[config.mk]
export PLATFORM = sky130hd
export DESIGN_NAME = instr_fetch
export DESIGN_NICKNAME = d
export VERILOG_FILES = /design/src/rtl/instr_fetch.sv
export SDC_FILE = /design/constraint.sdc
export NUM_CORES = 1
export LEC_CHECK = 0
export CAP_MARGIN = 20
export CORE_AREA = 2 2 88 90
export DETAILED_ROUTE_END_ITERATION = 8
export DIE_AREA = 0 0 90 92
export HOLD_SLACK_MARGIN = 0.12
export PLACE_DENSITY = 0.76
export SLEW_MARGIN = 5
export SYNTH_ARGS = -nofsm -noshare
export SYNTH_HDL_FRONTEND = slang
export SYNTH_SLANG_ARGS = --single-unit
[constraint.sdc]
create_clock -name i_clk -period 1.4 [get_ports i_clk]
set_input_delay 0.42 -clock i_clk [delete_from_list [all_inputs] [get_ports i_clk]]
set_output_delay 0.42 -clock i_clk [all_outputs]
set_load 0.02 [all_outputs]
[src/rtl/instr_fetch.sv]
// Instruction fetch: one request/ack transaction per instruction, then a valid/ready
// hand-off to decode; flushes abandon or drain the in-flight fetch.
module instr_fetch #(
    parameter logic [31:0] NOP = 32'h00000013
) (
    input  logic        i_clk,
    input  logic        i_rst,
    input  logic [15:0] i_pc,
    output logic        o_pc_adv,
    input  logic        i_flush,
    output logic        o_mem_req,
    output logic [13:0] o_mem_addr,
    input  logic        i_mem_ack,
    input  logic [31:0] i_mem_rdata,
    output logic        o_inst_valid,
    input  logic        i_inst_ready,
    output logic [31:0] o_inst,
    output logic [15:0] o_inst_pc,
    output logic        o_inst_fault
);

    typedef enum logic [1:0] {IDLE, REQ, HOLD, DRAIN} state_t;

    state_t      r_state;
    state_t      w_state_nxt;
    logic [13:0] r_mem_addr;
    logic [31:0] r_inst;
    logic [15:0] r_inst_pc;
    logic        r_inst_fault;
    logic        w_misaligned;
    logic        w_capture;
    logic        w_pc_adv;
    logic        w_mem_req;

    assign w_misaligned = |i_pc[1:0];

    always_comb begin
        w_state_nxt = r_state;
        w_capture   = 1'b0;
        w_pc_adv    = 1'b0;
        w_mem_req   = 1'b0;
        case (r_state)
            IDLE: w_state_nxt = REQ;
            REQ: begin
                if (w_misaligned) begin
                    // Nothing issued, so a flush simply retries with the new pc.
                    if (!i_flush) begin
                        w_capture   = 1'b1;
                        w_state_nxt = HOLD;
                    end
                end else begin
                    w_mem_req = 1'b1;
                    if (i_mem_ack && !i_flush) begin
                        w_capture   = 1'b1;
                        w_state_nxt = HOLD;
                    end else if (!i_mem_ack && i_flush) begin
                        w_state_nxt = DRAIN;
                    end
                end
            end
            HOLD: begin
                if (i_flush) begin
                    w_state_nxt = REQ;
                end else if (i_inst_ready) begin
                    w_pc_adv    = 1'b1;
                    w_state_nxt = REQ;
                end
            end
            DRAIN: begin
                w_mem_req = 1'b1;
                if (i_mem_ack) w_state_nxt = REQ;
            end
            default: w_state_nxt = IDLE;
        endcase
    end

    always_ff @(posedge i_clk) begin
        if (i_rst) begin
            r_state      <= IDLE;
            r_mem_addr   <= 14'd0;
            r_inst       <= NOP;
            r_inst_pc    <= 16'd0;
            r_inst_fault <= 1'b0;
        end else begin
            r_state <= w_state_nxt;
            if (r_state == REQ) r_mem_addr <= i_pc[15:2];
            if (w_capture) begin
                r_inst       <= w_misaligned ? NOP : i_mem_rdata;
                r_inst_pc    <= i_pc;
                r_inst_fault <= w_misaligned;
            end
        end
    end

    // The PC register only settles on the REQ entry edge, so the first REQ cycle
    // drives the live pc; the register keeps that word for DRAIN after a redirect.
    assign o_mem_addr   = (r_state == REQ) ? i_pc[15:2] : r_mem_addr;
    assign o_mem_req    = w_mem_req;
    assign o_pc_adv     = w_pc_adv;
    assign o_inst_valid = (r_state == HOLD);
    assign o_inst       = r_inst;
    assign o_inst_pc    = r_inst_pc;
    assign o_inst_fault = r_inst_fault;

endmodule

==> out/summary.txt, run 1 <==
Status: complete, but fails checks
Violated checks: negative setup slack
Io pins: 119
WHS Path Cells: 2
Fill count: 630
Crit-path slowest cell: dfxtp_4
Area share of the largest cell type after synthesis: 49.4%
Core Footprint: 7450 um^2
Die Span Y: 92 um
Largest net degree at the start of global routing: 43
Setup TNS: -12.02 ns
Yosys top cell by area: dfxtp_1
CP max FO: 8
Pwr Density: 999 nW/um^2
Clock latency on the worst-skew pair: 0.33 ns
Tmin final: 1.82 ns
Total of max-cap violations: 0
Num rows: 32
# hold bufs at CTS: 0
Hold endpoint: o_inst_pc[2]
Synth warn: 0
CP Class: reg -> out
Setup crit end kind: output port
Post-synth cell types: 31
Hold Crit Start: o_inst_pc[2]
CTS Root Cell: clkbuf_8
Gr usage total: 17.4%
Max-slew headroom: 79.4%
RSZ-0062 raised after global routing: true
Worst setup SP type: register
Avg WL per Cell: 14.6 um
Max Clock Skew: 0.00880 ns
Sequential share of the synthesized area: 49.4%
Leakage Power: 0.00194 uW
Initial Utilization: 35.4%
Crit-path leading delay family: flip-flops
DR pass1 iterations: 4
Diode count: 0
Clock slew at reported path FFs: 0.08 ns
Fin nets: 481
Routed via count: 2549
Post-synthesis register bit count: 65
CTS Buf Count: 9
# setup viols final: 67
CTS Buffer Depth: 2
DRT met1 WL: 3200 um
Final Worst Setup Slack: -0.417 ns
Area of the mapped netlist: 2640 um^2
Crit Reg-Reg Startpoint: r_state[1]
CTS tree: yes
R2r setup slk: -0.20 ns
R2r worst-path depth: 6
H-Tree Depth: 3
Layout Cells excl Fill: 535
DP Wirelength: 4760 um
Drt total wl: 7810 um
Top Layer Used: met4
Async SR Flop Fraction: 0%
Slew Viols, Final: 0
Vias in the first global route: 2439
Buf/Inv on CP: 1
Slowest stage delay, CP: 0.37 ns
Hold Path Class: reg -> reg
Tightest Pin Transition: 0.308 ns
GP Congestion: 0.735
Die Span X: 90 um
Crit Reg-Reg Endpoint: o_inst_pc[0]
Synth area leaders: dfxtp_1 (49%), o32ai_1 (9.6%), nand2_1 (8.7%)
Post-route ant nets: 0
Final hold violation count: 0
Violation count after the first detailed-routing iteration: 45
Met2 WL: 4000 um
Count leader, synth: dfxtp_1
Initial antenna violation count: 0
Routed met3 length: 520 um
Post-synth top cells: dfxtp_1 (65), nand2_1 (61), inv_1 (32), o32ai_1 (29), mux2i_1 (16)
Vias per cell: 4.76
Synth Area per Inst: 9.51 um^2
Worst endpoint data arrival time: 1.40 ns
Post-Place Cells: 502
DRC Markers: 0
Cell count after synthesis: 277
Die area: 8280 um^2
Top FF cell, synth: dfxtp_1
Max IR drop VDD: 0.827 mV
Layout cells sized above 1: 38.3%
Total gr overflow: 0
Syn_nets: 330
Clk sinks: 65
Crit share post-route: 130%
WP data required: 0.98 ns
First-pass GRT wire length: 11600 um
Fmax: 0.550 GHz
EDFF count, synth: 0
I/O Buffers: 118
Layout area overhead: 79.9%
Worst-path cell chain: nand2b_4 -> mux2_4 -> buf_6
[layer usage]
metal / vias to the layer above / GRT usage (%)
li1: 1243 / -
met1: 1202 / 20.2
met2: 96 / 29.5
met3: 8 / 6.08
met4: 0 / 6.92
met5: - / 0
[sequential cells by signal, indices dropped and copies added (netlist names)]
signal	flops
o_inst	32
o_inst_fault	1
o_inst_pc	16
r_mem_addr	14
r_state	2
[worst max path at each step]
stage                     cells past startpoint  startpoint            end  slack, ns
after floorplan                               4  r_state[1]  o_mem_addr[0]      -0.06
after global placement                        4     i_pc[0]      o_mem_req      -0.71
after detailed placement                      4     i_pc[0]      o_mem_req      -0.72
after CTS                                     3  r_state[1]  o_mem_addr[4]      -0.43
after global routing                          3  r_state[1]  o_mem_addr[7]      -0.47
final                                         3  r_state[1]  o_mem_addr[6]      -0.42
[final cells by class]
type / count / area, um^2 / area share (%)
Clock buffer: 11 / 151 / 3.19
Clock inverter: 5 / 77.6 / 1.64
Inverter: 32 / 120 / 2.53
Sequential cell: 65 / 1310 / 27.6
Multi-Input combinational cell: 159 / 1260 / 26.7
Tap cell: 102 / 128 / 2.69
Timing Repair Buffer: 161 / 1690 / 35.6
[power breakdown]
part / internal [uW] / total (uW) / switching [uW]
registers: 1920 / 1950 / 33.0
clock network: 1090 / 1820 / 725
logic: 543 / 966 / 423
total: 3550 / 4730 / 1180
[worst min-delay path, cell delays in order, from the launching register on]
cell and delay (ns):
dfxtp_1 0.31, nand2_1 0.05, mux2i_1 0.05
[repair_timing]
action                                  in CTS  in global routing
gates resized for setup                    263                 41
pin swaps                                    4                  4
cloned                                       1                  4
endpoints found under the setup margin     117                 79
buffers inserted                             9                  6
[layout by cell type (no fill, tap or decap), drive strengths merged, types with 3 or more instances in the layout]
| master | netlist | final |
|---|---|---|
| clkbuf | 13 | 20 |
| buf | 9 | 67 |
| mux2 | 14 | 14 |
| o32ai | 29 | 29 |
| dlygate4sd2 | 0 | 4 |
| or2 | 3 | 3 |
| nand2 | 61 | 61 |
| and2 | 14 | 14 |
| nor3 | 3 | 3 |
| inv | 32 | 32 |
| dfxtp | 65 | 65 |
| clkdlybuf4s50 | 0 | 48 |
| mux2i | 16 | 16 |
| clkdlybuf4s15 | 0 | 33 |
| o32a | 3 | 3 |
[per-stage QoR]
| stage | utilization (%) | hold slack (ns) | instance area (um^2) | worst slack (ns) | total power [uW] |
|---|---|---|---|---|---|
| final | 63.6 | 0.460 | 4740 | -0.417 | 4730 |
| after CTS | 61.1 | 0.463 | 4550 | -0.430 | 4720 |
| after floorplan | - | 0.468 | 2650 | -0.0569 | 2400 |
| after global placement | 55.5 | 0.441 | 4130 | -0.714 | 2830 |
| after detailed placement | 55.5 | 0.448 | 4130 | -0.719 | 2840 |
| after global routing | 63.6 | 0.481 | 4740 | -0.471 | 4910 |
[cells by family after synthesis]
group	Yosys count	synth area share, %
AND/OR/NAND/NOR	90	15.9
AO/OA/AOI/OAI	38	12.4
multiplexers	30	13.2
buffers and inverters	54	9.12
flip-flops	65	49.4
Note: power is estimated with default switching activity, not from simulation.
==> inputs of run 2 (changes only) <==
Settings changed: SETUP_SLACK_MARGIN set to 0.15.
==> run 2 against run 1 <==
The run still ends with negative setup slack left. Utilization rose by 2.5 points. Flip-flop and latch count did not move. Power fell by 2.2%. Worst hold slack improved by 0.00061 ns. Largest power group unchanged. Highest routed layer unchanged.
==> out/summary.txt, run 2 (synthesized netlist as in run 1, its figures left out) <==
Io pins: 119 (unchanged)
Avg WL per Cell: 14.8 um (+1.2%)
Status: complete, but fails checks
First-pass GRT wire length: 12300 um (+5.6%)
Crit-path slowest cell: dfxtp_2
Clock power frac: 34.8% (-3.6 points)
Max IR drop VDD: 0.645 mV (-22%)
Final Worst Setup Slack: -0.398 ns (+0.0197 ns)
Max Clock Skew: 0.0119 ns (+0.00309 ns)
Max reg flops: 32 (unchanged)
Design Power: 4630 uW (-2.2%)
CP max FO: 8 (unchanged)
Layout area overhead: 86.9%
Max-slew headroom: 81.3% (+1.9 points)
Fmax: 0.556 GHz (+1.1%)
Clk sinks: 65 (unchanged)
DR pass1 iterations: 4 (unchanged)
Gr usage total: 18.2% (+0.76 points)
Layout cells sized above 1: 52.4% (+14 points)
Crit share post-route: 128% (-1.4 points)
Violated checks: negative setup slack
Die Span Y: 92 um (unchanged)
Crit-path leading delay family: flip-flops
Multi-input logic area: 1370 um^2 (+8.0%)
Hold Worst Slack: 0.461 ns (+0.000611 ns)
Die Span X: 90 um (unchanged)
GP Congestion: 0.810 (+10%)
Clock slew at reported path FFs: 0.07 ns (about the same)
Leakage Power: 0.00205 uW (+5.6%)
WHS Path Cells: 2 (unchanged)
Tightest Pin Transition: 0.281 ns (-0.0268 ns)
Vias per cell: 4.79 (+0.47%)
CTS Buffer Depth: 2 (unchanged)
CTS tree: yes
Vias in the first global route: 2588 (+6.1%)
Dpl cell area: 4130 um^2 (about the same)
Pwr Density: 940 nW/um^2 (-5.9%)
DRC Markers: 0 (unchanged)
Tmin final: 1.80 ns (-0.0197 ns)
Final hold violation count: 0 (unchanged)
Fin nets: 485 (+0.83%)
CP Class: reg -> out
Die area: 8280 um^2 (unchanged)
Final instance area: 4930 um^2 (+3.9%)
Initial antenna violation count: 0 (unchanged)
Violation count after the first detailed-routing iteration: 46 (+2.2%)
# setup viols final: 67 (unchanged)
Worst setup SP type: register
Hold Path Class: reg -> reg
Total gr overflow: 0 (unchanged)
Worst endpoint data arrival time: 1.38 ns (-0.02 ns)
DP Wirelength: 4770 um (+0.15%)
Worst-path cell chain: nand2b_4 -> mux2_4 -> buf_6
H-Tree Depth: 3 (unchanged)
Core Footprint: 7450 um^2 (unchanged)
Diode count: 0 (unchanged)
Commonest non-fill, non-tap cells in the layout: nand2_1 (61), buf_6 (60), clkdlybuf4s50_1 (48), dfxtp_2 (44), buf_4 (40)
WP data required: 0.98 ns (about the same)
Clock latency on the worst-skew pair: 0.33 ns (about the same)
CTS Root Cell: clkbuf_8
Post-route ant nets: 0 (unchanged)
R2r worst-path depth: 9 (+3)
Critical path depth in cells: 3 (unchanged)
Initial Utilization: 35.4% (unchanged)
CTS Buf Count: 9 (unchanged)
Largest net degree at the start of global routing: 34 (-21%)
RSZ-0062 raised after global routing: true
Most common cell after layout, fill and taps aside: nand2_1
Switching Power: 1220 uW (+3.6%)
Switching portion of total power: 26.4% (+1.5 points)
Sequential share of power: 42.3% (+1.1 points)
Routed via count: 2580 (+1.2%)
Sequential cell area: 1360 um^2 (+3.9%)
Fill count: 610 (-3.2%)
Num rows: 32 (unchanged)
Buf/Inv on CP: 1 (unchanged)
Drt total wl: 7960 um (+2.0%)
I/O Buffers: 118 (unchanged)
Setup crit end kind: output port
Slew Viols, Final: 0 (unchanged)
Comb power frac: 22.9% (+2.5 points)
Total of max-cap violations: 0 (unchanged)
Slowest stage delay, CP: 0.35 ns (-0.02 ns)
P_int: 3410 uW (-4.1%)
[run 2: cell types whose count changed in the layout (fill, tap and decap cells not counted), moves of 3 or more]
cell,change
buf_6,+33
dfxtp_1,-43
o32ai_2,+11
clkdlybuf4s15_2,-33
buf_8,+3
buf_2,-11
buf_4,+19
o32ai_1,-12
clkbuf_16,-3
dfxtp_2,+44
dlygate4sd2_1,-4
[run 2: path summary, 6_finish.rpt]
| path | end | slack, ns | from |
|---|---|---|---|
| min reg2reg | o_inst_pc[6] | 0.46 | o_inst_pc[6] |
| max reg2reg | o_inst_pc[11] | -0.35 | r_state[1] |
| min | o_inst_pc[6] | 0.46 | o_inst_pc[6] |
| max | o_mem_addr[8] | -0.40 | r_state[1] |
[run 2: per-layer routing]
layer  vias to the layer above  share of wire (%)  global-route usage [%]
met4                         0                1.4                    6.79
met3                        12                5.5                    5.09
met5                         -                  0                       0
li1                       1247                  -                       -
met1                      1241                 39                    20.8
met2                        80                 54                    32.3
[run 2: power groups by stage]
stage / Clock, uW / Combinational, uW / Sequential (uW)
4_1_cts: 1650 / 980 / 1960
5_1_grt: 1730 / 1130 / 1970
6_report: 1610 / 1060 / 1960
3_5_place_dp: 0 / 846 / 1990
2_1_floorplan: 0 / 373 / 2030
3_3_place_gp: 0 / 839 / 1990
[run 2: worst register-to-register path: cells and delay by family, from the launching register on]
kind / cells / cell delay, ns
buffers and inverters: 6 / 0.77
flip-flops: 1 / 0.33
multiplexers: 1 / 0.21
AND/OR/NAND/NOR: 2 / 0.37
[run 2: layout make-up]
type | count | area share [%]
sequential | 65 | 27.6
tap | 102 | 2.59
clock buffer | 10 | 2.79
timing repair buffer | 165 | 35.5
inverter | 32 | 2.44
clock inverter | 6 | 1.37
multi-input combinational | 159 | 27.7
[run 2: metrics by stage]
stage	cells	TNS (ns)	worst slack, ns	util, %
after floorplan	277	-0.568	-0.0568	-
after global placement	501	-31.71	-0.713	55.4
after detailed placement	501	-33.63	-0.739	55.4
after CTS	531	-19.02	-0.449	61.6
after global routing	539	-22.86	-0.464	66.1
final	539	-19.22	-0.398	66.1
[run 2: repair_timing]
| action | in CTS | in global routing |
|---|---|---|
| hold buffers | 0 | 0 |
| cloned | 3 | 1 |
| pin swaps | 4 | 4 |
| endpoints found under the setup margin | 122 | 109 |
| buffers inserted | 11 | 7 |
| gates resized for setup | 407 | 80 |
